### config.mk
export PLATFORM = sky130hd
export DESIGN_NAME = apb_reg_slave
export DESIGN_NICKNAME = d
export VERILOG_FILES = /design/src/rtl/apb_pkg.sv /design/src/rtl/apb_wait_timer.sv /design/src/rtl/apb_reg_slave.sv
export SDC_FILE = /design/constraint.sdc
export NUM_CORES = 1
export LEC_CHECK = 0
export BUFFER_PORTS_ARGS = -buffer_cell sky130_fd_sc_hd__clkbuf_2
export CORE_ASPECT_RATIO = 0.7
export CORE_MARGIN = 2
export CORE_UTILIZATION = 55
export DETAILED_ROUTE_END_ITERATION = 12
export PLACE_DENSITY = 0.74
export REMOVE_ABC_BUFFERS = 1
export SETUP_SLACK_MARGIN = 0.05
export SLEW_MARGIN = 20
export SYNTH_ARGS = -nofsm -noshare
export SYNTH_HDL_FRONTEND = slang
export SYNTH_SLANG_ARGS = --single-unit
### constraint.sdc
create_clock -name clk -period 12.56 [get_ports clk]
set_clock_uncertainty 0.15 [all_clocks]
set_input_delay 3.768 -clock clk [delete_from_list [all_inputs] [get_ports clk]]
set_output_delay 3.768 -clock clk [all_outputs]
set_load 0.02 [all_outputs]
### src/rtl/apb_pkg.sv
// Shared APB types: completer FSM states, address alignment constant and the
// ready/slverr response pair used by the register-bank completer.
package apb_pkg;

    typedef enum logic [1:0] {
        IDLE   = 2'd0,
        SETUP  = 2'd1,
        ACCESS = 2'd2
    } apb_slv_state_t;

    // Registers are word-spaced; the low address bits select bytes and are ignored.
    localparam int APB_ADDR_LSB = 2;

    typedef struct packed {
        logic ready;
        logic slverr;
    } apb_resp_t;

endpackage

### src/rtl/apb_wait_timer.sv
// Wait-state down-counter for the APB completer. Loaded with the wait count
// when a transfer enters SETUP, counts down while ACCESS is active, and flags
// done once it reaches zero.
module apb_wait_timer #(
    parameter int CNT_W = 4
) (
    input  logic             clk,
    input  logic             rst,
    input  logic             i_load,
    input  logic [CNT_W-1:0] i_load_val,
    input  logic             i_en,
    output logic             o_done
);

    logic [CNT_W-1:0] r_count;

    // Counter: reset clears, load takes priority over decrement, stops at zero.
    // NOTE: clocked state uses non-blocking assignments so every flop samples
    // pre-edge values and simulation matches the synthesized registers.
    always_ff @(posedge clk) begin
        if (rst) begin
            r_count <= '0;
        end else if (i_load) begin
            r_count <= i_load_val;
        end else if (i_en && (r_count != '0)) begin
            r_count <= r_count - 1'b1;
        end
    end

    assign o_done = (r_count == '0);

endmodule

### src/rtl/apb_reg_slave.sv
// APB completer register bank. NUM_REGS words at BASE_ADDR; word 0 returns the
// constant ID_VALUE and ignores writes, the rest are read/write. Each transfer
// inserts WAIT_CYCLES ACCESS cycles before pready_o.
// Optional feature: define APB_REG_SLAVE_PSLVERR_EN to drive pslverr_o on a
// miss access or a write to word 0; without it pslverr_o is tied low and those
// accesses complete silently with the same write suppression.
module apb_reg_slave
    import apb_pkg::*;
#(
    parameter int                ADDR_W      = 32,
    parameter int                DATA_W      = 32,
    parameter int                NUM_REGS    = 8,
    parameter logic [ADDR_W-1:0] BASE_ADDR   = 32'hDEADCAE0,
    parameter int                WAIT_CYCLES = 1,
    parameter logic [DATA_W-1:0] ID_VALUE    = 32'hA5B00001
) (
    input  logic              clk,
    input  logic              rst,
    input  logic              psel_i,
    input  logic              pen_i,
    input  logic [ADDR_W-1:0] paddr_i,
    input  logic              pwrite_i,
    input  logic [DATA_W-1:0] pwdata_i,
    output logic [DATA_W-1:0] prdata_o,
    output logic              pready_o,
    output logic              pslverr_o
);

    localparam int                IDX_W        = $clog2(NUM_REGS);
    localparam logic [ADDR_W-1:0] REGION_BYTES = ADDR_W'(NUM_REGS << APB_ADDR_LSB);
    localparam logic [3:0]        WAIT_LOAD    = 4'(WAIT_CYCLES);

    apb_slv_state_t    r_state;
    apb_slv_state_t    w_next;
    logic [ADDR_W-1:0] r_addr;
    logic              r_write;
    logic [DATA_W-1:0] r_wdata;
    logic [DATA_W-1:0] r_regs [NUM_REGS];

    logic [ADDR_W-1:0] w_offset;
    logic              w_hit;
    logic [IDX_W-1:0]  w_index;
    logic              w_err_case;
    logic              w_load;
    logic              w_timer_done;
    logic              w_commit;
    logic [DATA_W-1:0] w_rdata;
    apb_resp_t         w_resp;

    // Decode of the address captured in SETUP; an address below the base wraps
    // to a large offset and therefore misses as well.
    assign w_offset   = r_addr - BASE_ADDR;
    assign w_hit      = (w_offset < REGION_BYTES);
    assign w_index    = w_offset[APB_ADDR_LSB +: IDX_W];
    assign w_err_case = !w_hit || (r_write && (w_index == '0));

    // Capture the request (and reload the wait timer) whenever the next state is SETUP.
    assign w_load = (w_next == SETUP);

    apb_wait_timer #(
        .CNT_W (4)
    ) u_wait_timer (
        .clk        (clk),
        .rst        (rst),
        .i_load     (w_load),
        .i_load_val (WAIT_LOAD),
        .i_en       (r_state == ACCESS),
        .o_done     (w_timer_done)
    );

    // Next-state logic for the IDLE/SETUP/ACCESS protocol tracker.
    // NOTE: w_next is assigned a default before the case so no path leaves it
    // unassigned, which would otherwise infer a latch.
    always_comb begin
        w_next = r_state;
        case (r_state)
            IDLE: begin
                if (psel_i && !pen_i) w_next = SETUP;
            end
            SETUP: begin
                if (!psel_i)    w_next = IDLE;
                else if (pen_i) w_next = ACCESS;
            end
            ACCESS: begin
                if (w_timer_done) w_next = (psel_i && !pen_i) ? SETUP : IDLE;
                else if (!psel_i) w_next = IDLE;
            end
            default: w_next = IDLE;
        endcase
    end

    // State register.
    always_ff @(posedge clk) begin
        if (rst) r_state <= IDLE;
        else     r_state <= w_next;
    end

    // Request capture during the setup phase; values are held through ACCESS.
    always_ff @(posedge clk) begin
        if (rst) begin
            r_addr  <= '0;
            r_write <= 1'b0;
            r_wdata <= '0;
        end else if (w_load) begin
            r_addr  <= paddr_i;
            r_write <= pwrite_i;
            r_wdata <= pwdata_i;
        end
    end

    // Completion response and read data, all combinational from state and timer.
    always_comb begin
        w_resp.ready = (r_state == ACCESS) && w_timer_done;
`ifdef APB_REG_SLAVE_PSLVERR_EN
        w_resp.slverr = w_resp.ready && w_err_case;
`else
        w_resp.slverr = 1'b0;
`endif
        w_rdata = '0;
        if (w_resp.ready && !r_write && w_hit) begin
            w_rdata = (w_index == '0) ? ID_VALUE : r_regs[w_index];
        end
    end

    assign w_commit = w_resp.ready && r_write && !w_err_case;

    // Register file: the write lands on the edge that ends the ready cycle.
    // NOTE: this storage is reset explicitly because software relies on
    // registers reading zero after reset; a plain RAM would not be reset.
    always_ff @(posedge clk) begin
        if (rst) begin
            for (int i = 0; i < NUM_REGS; i++) r_regs[i] <= '0;
        end else if (w_commit) begin
            r_regs[w_index] <= r_wdata;
        end
    end

    assign prdata_o  = w_rdata;
    assign pready_o  = w_resp.ready;
    assign pslverr_o = w_resp.slverr;

endmodule
==> results of run 1 <==
## cell type report
cell class                      instances  area, sq um  share of cell area, %
Multi-Input combinational cell        803         4927                  32.19
Clock buffer                           35        784.5                  5.125
Inverter                               44        165.2                  1.079
Clock inverter                         14        163.9                  1.071
Tap cell                              325        406.6                  2.657
Timing Repair Buffer                  124        743.2                  4.855
Sequential cell                       293         8117                  53.02
## worst max-delay path by stage
stage                               to  startpoint  depth (start not counted)
after floorplan            prdata_o[0]   r_addr[5]                          8
after global placement    prdata_o[20]   r_addr[6]                         11
after detailed placement  prdata_o[20]   r_addr[6]                         11
after CTS                 prdata_o[20]   r_addr[6]                         11
after global routing      prdata_o[24]  r_addr[21]                         10
final                     prdata_o[20]   r_addr[6]                         11
## routing by layer
| layer | GRT usage (%) | up-vias | share of wire [%] |
|---|---|---|---|
| li1 | - | 4767 | - |
| met4 | 7.137 | 0 | 2.1 |
| met3 | 5.258 | 63 | 9.9 |
| met1 | 39.76 | 4844 | 44 |
| met5 | 0 | - | 0 |
| met2 | 40.17 | 457 | 44 |
## worst max-delay path: stages, from the launching register on
cell	delay, ps
dfxtp_1	360
ha_1	230
a211o_1	360
a21oi_1	370
mux2i_1	140
a31oi_1	180
a211oi_1	80
nand4_1	120
buf_4	570
buf_4	830
nor3_1	230
clkbuf_2	220
## through the flow
stage | cells | area [sq um] | util [%]
2_1_floorplan | 1140 | 13120 | -
3_3_place_gp | 1586 | 14280 | 58.40
3_5_place_dp | 1586 | 14280 | 58.40
4_1_cts | 1635 | 15220 | 62.29
5_1_grt | 1638 | 15310 | 62.62
6_report | 1638 | 15310 | 62.62
## state kept, by name (all words and copies together), names as in the netlist
signal,count
r_regs,224
r_write,1
r_state,2
r_wdata,32
r_addr,30
u_wait_timer.r_count,4
## cells by family after synthesis
| kind of cell | after synthesis | share of synthesized area [%] |
|---|---|---|
| xor+xnor | 8 | 0.5157 |
| fa+ha+maj | 2 | 0.1841 |
| flops | 293 | 59.67 |
| buf+inv | 165 | 4.650 |
| other cells | 1 | 0.02760 |
| compound gates | 241 | 10.96 |
| mux | 64 | 6.934 |
| simple gates | 487 | 17.06 |
## cells in the final DEF, fill, tap and decap left out, types with 5 or more instances in the layout
cell         n
a211oi_1    31
a21oi_1    126
a221oi_1     8
a31oi_1      6
and3_1       6
buf_4       22
clkbuf_16   30
clkbuf_2    99
dfxtp_1     66
edfxtp_1   224
inv_1       44
mux2i_1     39
mux4_2      24
nand2_1    142
nand3_1     13
nand4_1     12
nor2_1      23
nor3_1     268
o21a_1       5
o21ai_0     23
o21bai_4     7
xor2_1       5
## report_power, final
group	switching, mW	internal (mW)
Sequential	0.0244	1.08
Clock	0.372	0.506
Combinational	0.0877	0.0510
Total	0.484	1.63
==> summary.txt, run 1 <==
Cells and area
  – Fillcell total: 1,961
  – Area growth syn-to-layout: 12.66%
  – Nets: 1,364
  – Ant diodes: 0
  – Share of post-route cells with drive strength above 1: 16.07%

Global route
  – First-pass GRT wire length: 53.27 mm
  – Initial antenna violation count: 0
  – All-layer global routing usage: 26.68%
  – GR Overflow Total: 0
  – Largest net degree at the start of global routing: 93
  – Vias in the first global route: 9,561

Worst setup path
  – Worst Setup End Kind: output pin
  – Setup Crit Path Kind: flop to output pin
  – Crit start category: flop
  – Arr. time, crit path: 4270 ps
  – RR Startpoint: r_addr[6]
  – R2r endpoint: r_regs[5][12]
  – R2R depth: 11
  – Critical Path RT: 8640 ps
  – R2R Setup Slk: 8040 ps
  – Worst-path fanout max: 92

Clocking
  – H-Tree Depth: 1
  – TritonCTS Sinks: 293
  – CTS Buffer Depth: 3
  – CTS tree: yes
  – Hold Buf Count CTS: 0
  – Clk slew on worst S/H paths: 60 ps
  – Setup bufs post-CTS: 0
  – Root buf cell: clkbuf_16
  – Insertion delay to the later sink of the worst-skew pair: 540 ps
  – CTS resizes: 0
  – Cts bufs inserted: 27

Floorplanning
  – Die height: 135.5 um
  – Area of the core: 24,440 sq um
  – Initial core utilization: 55.58%
  – Die area: 26,000 sq um
  – Std-Cell Rows: 48
  – Die W: 191.9 um
  – Num ports: 103

Synthesis
  – Top_reg_cell synth: edfxtp_1
  – Post-synth EDFFs: 224
  – Yosys reg bits: 293
  – Share of flip-flops with an asynchronous set or reset: 0%
  – Total of warnings raised by yosys: 0
  – Most frequent cell after synthesis: nor3_1
  – Post-synth top cells: nor3_1 (268), edfxtp_1 (224), nand2_1 (142), a21oi_1 (126), clkbuf_1 (95)
  – Sequential fraction of the synthesis area: 59.67%
  – Post-Syn Area: 13,590 sq um
  – Area leader, netlist: edfxtp_1
  – Unique masters post-synth: 62
  – Synth Instances: 1,261
  – Synth top area share: 49.51%
  – Avg Inst Size Synth: 10.77 sq um
  – Top cells by area, synth: edfxtp_1 (50%), dfxtp_1 (10%), nor3_1 (9.9%)

Route
  – Final ANT Viol Nets: 0
  – Final WL: 34.28 mm
  – DR vias: 10,131
  – Wire per inst: 20.93 um
  – Initial drt markers: 984
  – Drt first pass iters: 5
  – Drc violations: 0
  – Drt via density: 6.185

Power
  – Pwr Density: 138.3 nW/um^2
  – Total power: 2.116 mW
  – Leak Pwr: 4.860 nW
  – Maximum vdd drop: 0.0001115 V

STA
  – Worst-Margin Slew: 942.5 ps
  – Max-slew headroom: 36.98%
  – F_max: 122.1 MHz
  – WHS: 303.0 ps
  – Tcrit/Tclk final: 65.21%
  – Total negative slack: 0 ps
  – Setup ws final: 4370 ps
  – Setup repair after global routing missed its margin: false
  – Finish-stage setup viols: 0
  – Pins Over Slew Limit: 0
  – Final Hold Fails: 0
  – Minimum clock period: 8190 ps

Flow run
  – Max Cap Viol: 0

Hold path
  – HP Start: r_wdata[10]
  – Tightest Hold Check Type: flop to flop
  – Hold endpoint: r_wdata[10]
  – Hold Path Stages: 2

Placed design
  – Final Wtd Congestion: 0.8927
  – Place WS: 4978 ps
  – DP Wirelength: 19.51 mm
  – IO Port Bufs: 99

Outcome
  – Status: completed
No activity file was read; power rests on OpenSTA's default activity.
==> run 2: changes to the inputs <==
Settings changed: ABC_AREA set to 1.
Clock period 12.56 ns to 7.75 ns, I/O delays scaled along.
==> run 2 against run 1 <==
Against the previous run:
- final area shrank 3.4%
- non-clock buffer count down 6
- synthesized area fell by 2.9%
- sequential share of layout area is 1.8 points higher
- flip-flop and latch count did not move
- largest cell class unchanged
- utilization rose by 0.087 points
- die area is 2.9% lower
- critical path type unchanged
- sequential power increased by 60%
- global-route usage rose by 0.062 points
- clock-buffer cell count increased by 2
- via count barely moved
==> summary.txt, run 2 <==
Outcome
  – Status: completed (unchanged)

Synthesis
  – Total of warnings raised by yosys: 0 (unchanged)
  – Sequential fraction of the synthesis area: 61.47% (was 59.67%)
  – Synth top area share: 51.00% (was 49.51%)
  – Post-Synth Simple-Gate Area: 23.89% (was 17.05%)
  – Xor/xnor share of the synthesized area: 0% (was 0.5157%)
  – Synth Instances: 1,363 (was 1,261)
  – Compound-gate portion of the synthesized area: 8.718% (was 10.96%)
  – Avg Inst Size Synth: 9.676 sq um (was 10.77 sq um)
  – Adder-Cell Fraction of Synth Area: 0.1897% (was 0.1842%)
  – Top_reg_cell synth: edfxtp_1 (unchanged)
  – Multiplexer share of the synthesized area: 0% (was 6.934%)
  – Top cells by area, synth: edfxtp_1 (51%), dfxtp_1 (10%), nor2_1 (9.1%) (was edfxtp_1 (50%), dfxtp_1 (10%), nor3_1 (9.9%))
  – Main combinational cell family by area after synthesis: simple AND/OR/NAND/NOR gates (unchanged)
  – Area leader, netlist: edfxtp_1 (unchanged)
  – Post-Syn Area: 13,190 sq um (was 13,590 sq um)
  – Unique masters post-synth: 37 (was 62)
  – Post-synth top cells: nor2_1 (320), nand2_1 (312), edfxtp_1 (224), inv_1 (83), dfxtp_1 (69) (was nor3_1 (268), edfxtp_1 (224), nand2_1 (142), a21oi_1 (126), clkbuf_1 (95))
  – Yosys reg bits: 293 (unchanged)
  – Most frequent cell after synthesis: nor2_1 (was nor3_1)
  – Share of flip-flops with an asynchronous set or reset: 0% (unchanged)
  – Post-synth EDFFs: 224 (unchanged)

Clocking
  – CTS resizes: 0 (unchanged)
  – Setup bufs post-CTS: 0 (unchanged)
  – Cts bufs inserted: 28 (was 27)
  – H-Tree Depth: 1 (unchanged)
  – Clk slew on worst S/H paths: 70 ps (was 60 ps)
  – Root buf cell: clkbuf_16 (unchanged)
  – TritonCTS Sinks: 293 (unchanged)
  – CTS tree: yes (unchanged)
  – Insertion delay to the later sink of the worst-skew pair: 540 ps (about the same)
  – Hold Buf Count CTS: 0 (unchanged)
  – CTS Buffer Depth: 3 (unchanged)

STA
  – Final Hold Fails: 0 (unchanged)
  – Pins Over Slew Limit: 0 (unchanged)
  – Finish-stage setup viols: 0 (unchanged)
  – Minimum clock period: 6620 ps
  – Worst-Margin Slew: 1077 ps (was 942.5 ps)
  – Max-slew headroom: 27.84% (was 36.98%)
  – F_max: 151.1 MHz
  – Setup repair after global routing missed its margin: false (unchanged)
  – WHS: 348.1 ps (was 303.0 ps)
  – Tcrit/Tclk final: 85.42%
  – Total negative slack: 0 ps (unchanged)

Hold path
  – Tightest Hold Check Type: flop to flop (unchanged)
  – Hold Path Stages: 2 (unchanged)
  – HP Start: r_addr[31] (was r_wdata[10])
  – Hold endpoint: r_addr[31] (was r_wdata[10])

Global route
  – First-pass GRT wire length: 52.16 mm (was 53.27 mm)
  – Initial antenna violation count: 0 (unchanged)
  – GR Overflow Total: 0 (unchanged)
  – Largest net degree at the start of global routing: 63 (was 93)
  – Vias in the first global route: 9,497 (was 9,561)
  – All-layer global routing usage: 26.75% (was 26.68%)

Cells and area
  – Ant diodes: 0 (unchanged)
  – Most frequent cells in the layout: nor2_1 (314), nand2_1 (312), edfxtp_1 (224), clkbuf_2 (99), inv_1 (82) (was nor3_1 (268), edfxtp_1 (224), nand2_1 (142), a21oi_1 (126), clkbuf_2 (99))
  – Area growth syn-to-layout: 12.12% (was 12.66%)
  – Share of post-route cells with drive strength above 1: 14.46% (was 16.07%)
  – Nets: 1,522 (was 1,364)
  – Post-Layout Cell Count: 1,791 (was 1,638)
  – Largest regs: r_regs (224), r_wdata (32), r_addr (30) (unchanged)
  – Top reg by flops: r_regs (unchanged)
  – Most common cell after layout, fill and taps aside: nor2_1 (was nor3_1)
  – Number of flip-flops under the largest register name: 224 (unchanged)

Route
  – Final ANT Viol Nets: 0 (unchanged)
  – Drc violations: 0 (unchanged)
  – Initial drt markers: 1,061 (was 984)
  – Wire per inst: 18.61 um (was 20.93 um)
  – Drt first pass iters: 5 (unchanged)
  – DR vias: 10,125 (was 10,131)
  – Drt via density: 5.653 (was 6.185)
  – Final WL: 33.33 mm (was 34.28 mm)

Worst setup path
  – Worst Setup End Kind: output pin (unchanged)
  – Worst-path cell chain: ha_1 > nand2_1 > nand2_1 > nand3_1 > nand2_1 > nand2_1 > nand2_1 > nand2_1 > nand2_1 > nand2_1 > nor2_2 > nand2_2 > nor2_8 > nand3_2 > nor2_1 > clkbuf_2 (was ha_1 > a211o_1 > a21oi_1 > mux2i_1 > a31oi_1 > a211oi_1 > nand4_1 > buf_4 > buf_4 > nor3_1 > clkbuf_2)
  – Worst path slowest cell: nand3_2 (was buf_4)
  – Critical Path RT: 5280 ps (was 8640 ps)
  – Setup Crit Path Kind: flop to output pin (unchanged)
  – R2R Setup Slk: 3270 ps (was 8040 ps)
  – R2R depth: 6 (was 11)
  – Arr. time, crit path: 4150 ps (was 4270 ps)
  – Most common cell on crit path: nand2_1 (was buf_4)
  – R2r endpoint: r_regs[7][27] (was r_regs[5][12])
  – RR Startpoint: r_addr[2] (was r_addr[6])
  – Crit start category: flop (unchanged)
  – Worst-path fanout max: 32 (was 92)
  – Crit path largest cell delay: 800 ps (was 830 ps)

Placed design
  – Cell count after placement: 1,739 (was 1,586)
  – DP Wirelength: 20.34 mm (was 19.51 mm)
  – Final Wtd Congestion: 0.9452 (was 0.8927)
  – IO Port Bufs: 99 (unchanged)

Power
  – Maximum vdd drop: 0.0001685 V (was 0.0001115 V)
  – Pwr Density: 225.1 nW/um^2 (was 138.3 nW/um^2)
  – Leak Pwr: 5.737 nW (was 4.860 nW)

Floorplanning
  – Std-Cell Rows: 47 (was 48)
  – Area of the core: 23,580 sq um (was 24,440 sq um)
  – Initial core utilization: 55.93% (was 55.58%)
  – Die W: 189.1 um (was 191.9 um)
  – Die height: 133.6 um (was 135.5 um)
  – Num ports: 103 (unchanged)
  – Die area: 25,250 sq um (was 26,000 sq um)

Flow run
  – Max Cap Viol: 0 (unchanged)
[run 2: how the worst max path moves through the flow]
stage                    from       endpoint  slack, ps  cells after the start
global route        r_addr[6]   prdata_o[17]        960                     16
finish              r_addr[6]   prdata_o[17]       1130                     16
global placement          rst  r_regs[7][19]       1770                      7
detailed placement        rst   r_regs[7][3]       1670                      7
CTS                 r_addr[6]   prdata_o[17]       1210                     16
floorplan           r_addr[2]   prdata_o[21]       1490                      6
[run 2: cell families (layout without fill, tap and decap cells)]
family / after synthesis / in the layout
AND/OR/NAND/NOR: 742 / 742
adder cells (fa/ha/maj): 2 / 2
buffers and inverters: 156 / 266
flip-flops: 293 / 293
AO/OA/AOI/OAI: 169 / 169
other: 1 / 1
[run 2: layer usage]
layer	vias up	global-route usage [%]	wire length, um
met5	-	0	0
met2	476	39.40	14110
li1	4763	-	-
met4	0	7.292	658
met1	4825	41.27	15180
met3	61	4.162	3387
[run 2: area by class of cell]
cell class                 instances  area, sq um
clock inverter                    15        138.9
inverter                          96        360.3
clock buffer                      37        785.8
timing repair buffer             118        638.1
tap                              318        397.9
multi-input combinational        914         4359
sequential                       293         8108
fill                            1952         8793
[run 2: critical path: cells and delay by family, from the launching register on]
kind                     cells  cell delay (ps)
flip-flops                   1              440
buffers and inverters        1              240
adder cells (fa/ha/maj)      1              260
AND/OR/NAND/NOR             14             2660
[run 2: power by group]
part	internal, mW	switching (mW)
clock	0.782	0.590
combinational	0.0534	0.141
sequential	1.74	0.0241
[run 2: stage by stage]
stage	area [sq um]	total power, mW	setup WS (ps)	utilization (%)
floorplan	12800	1.905	1494	-
global placement	13860	1.982	1769	58.79
detailed placement	13860	1.989	1672	58.79
CTS	14790	3.335	1210	62.71
global route	14790	3.425	957.6	62.71
finish	14790	3.329	1130	62.71
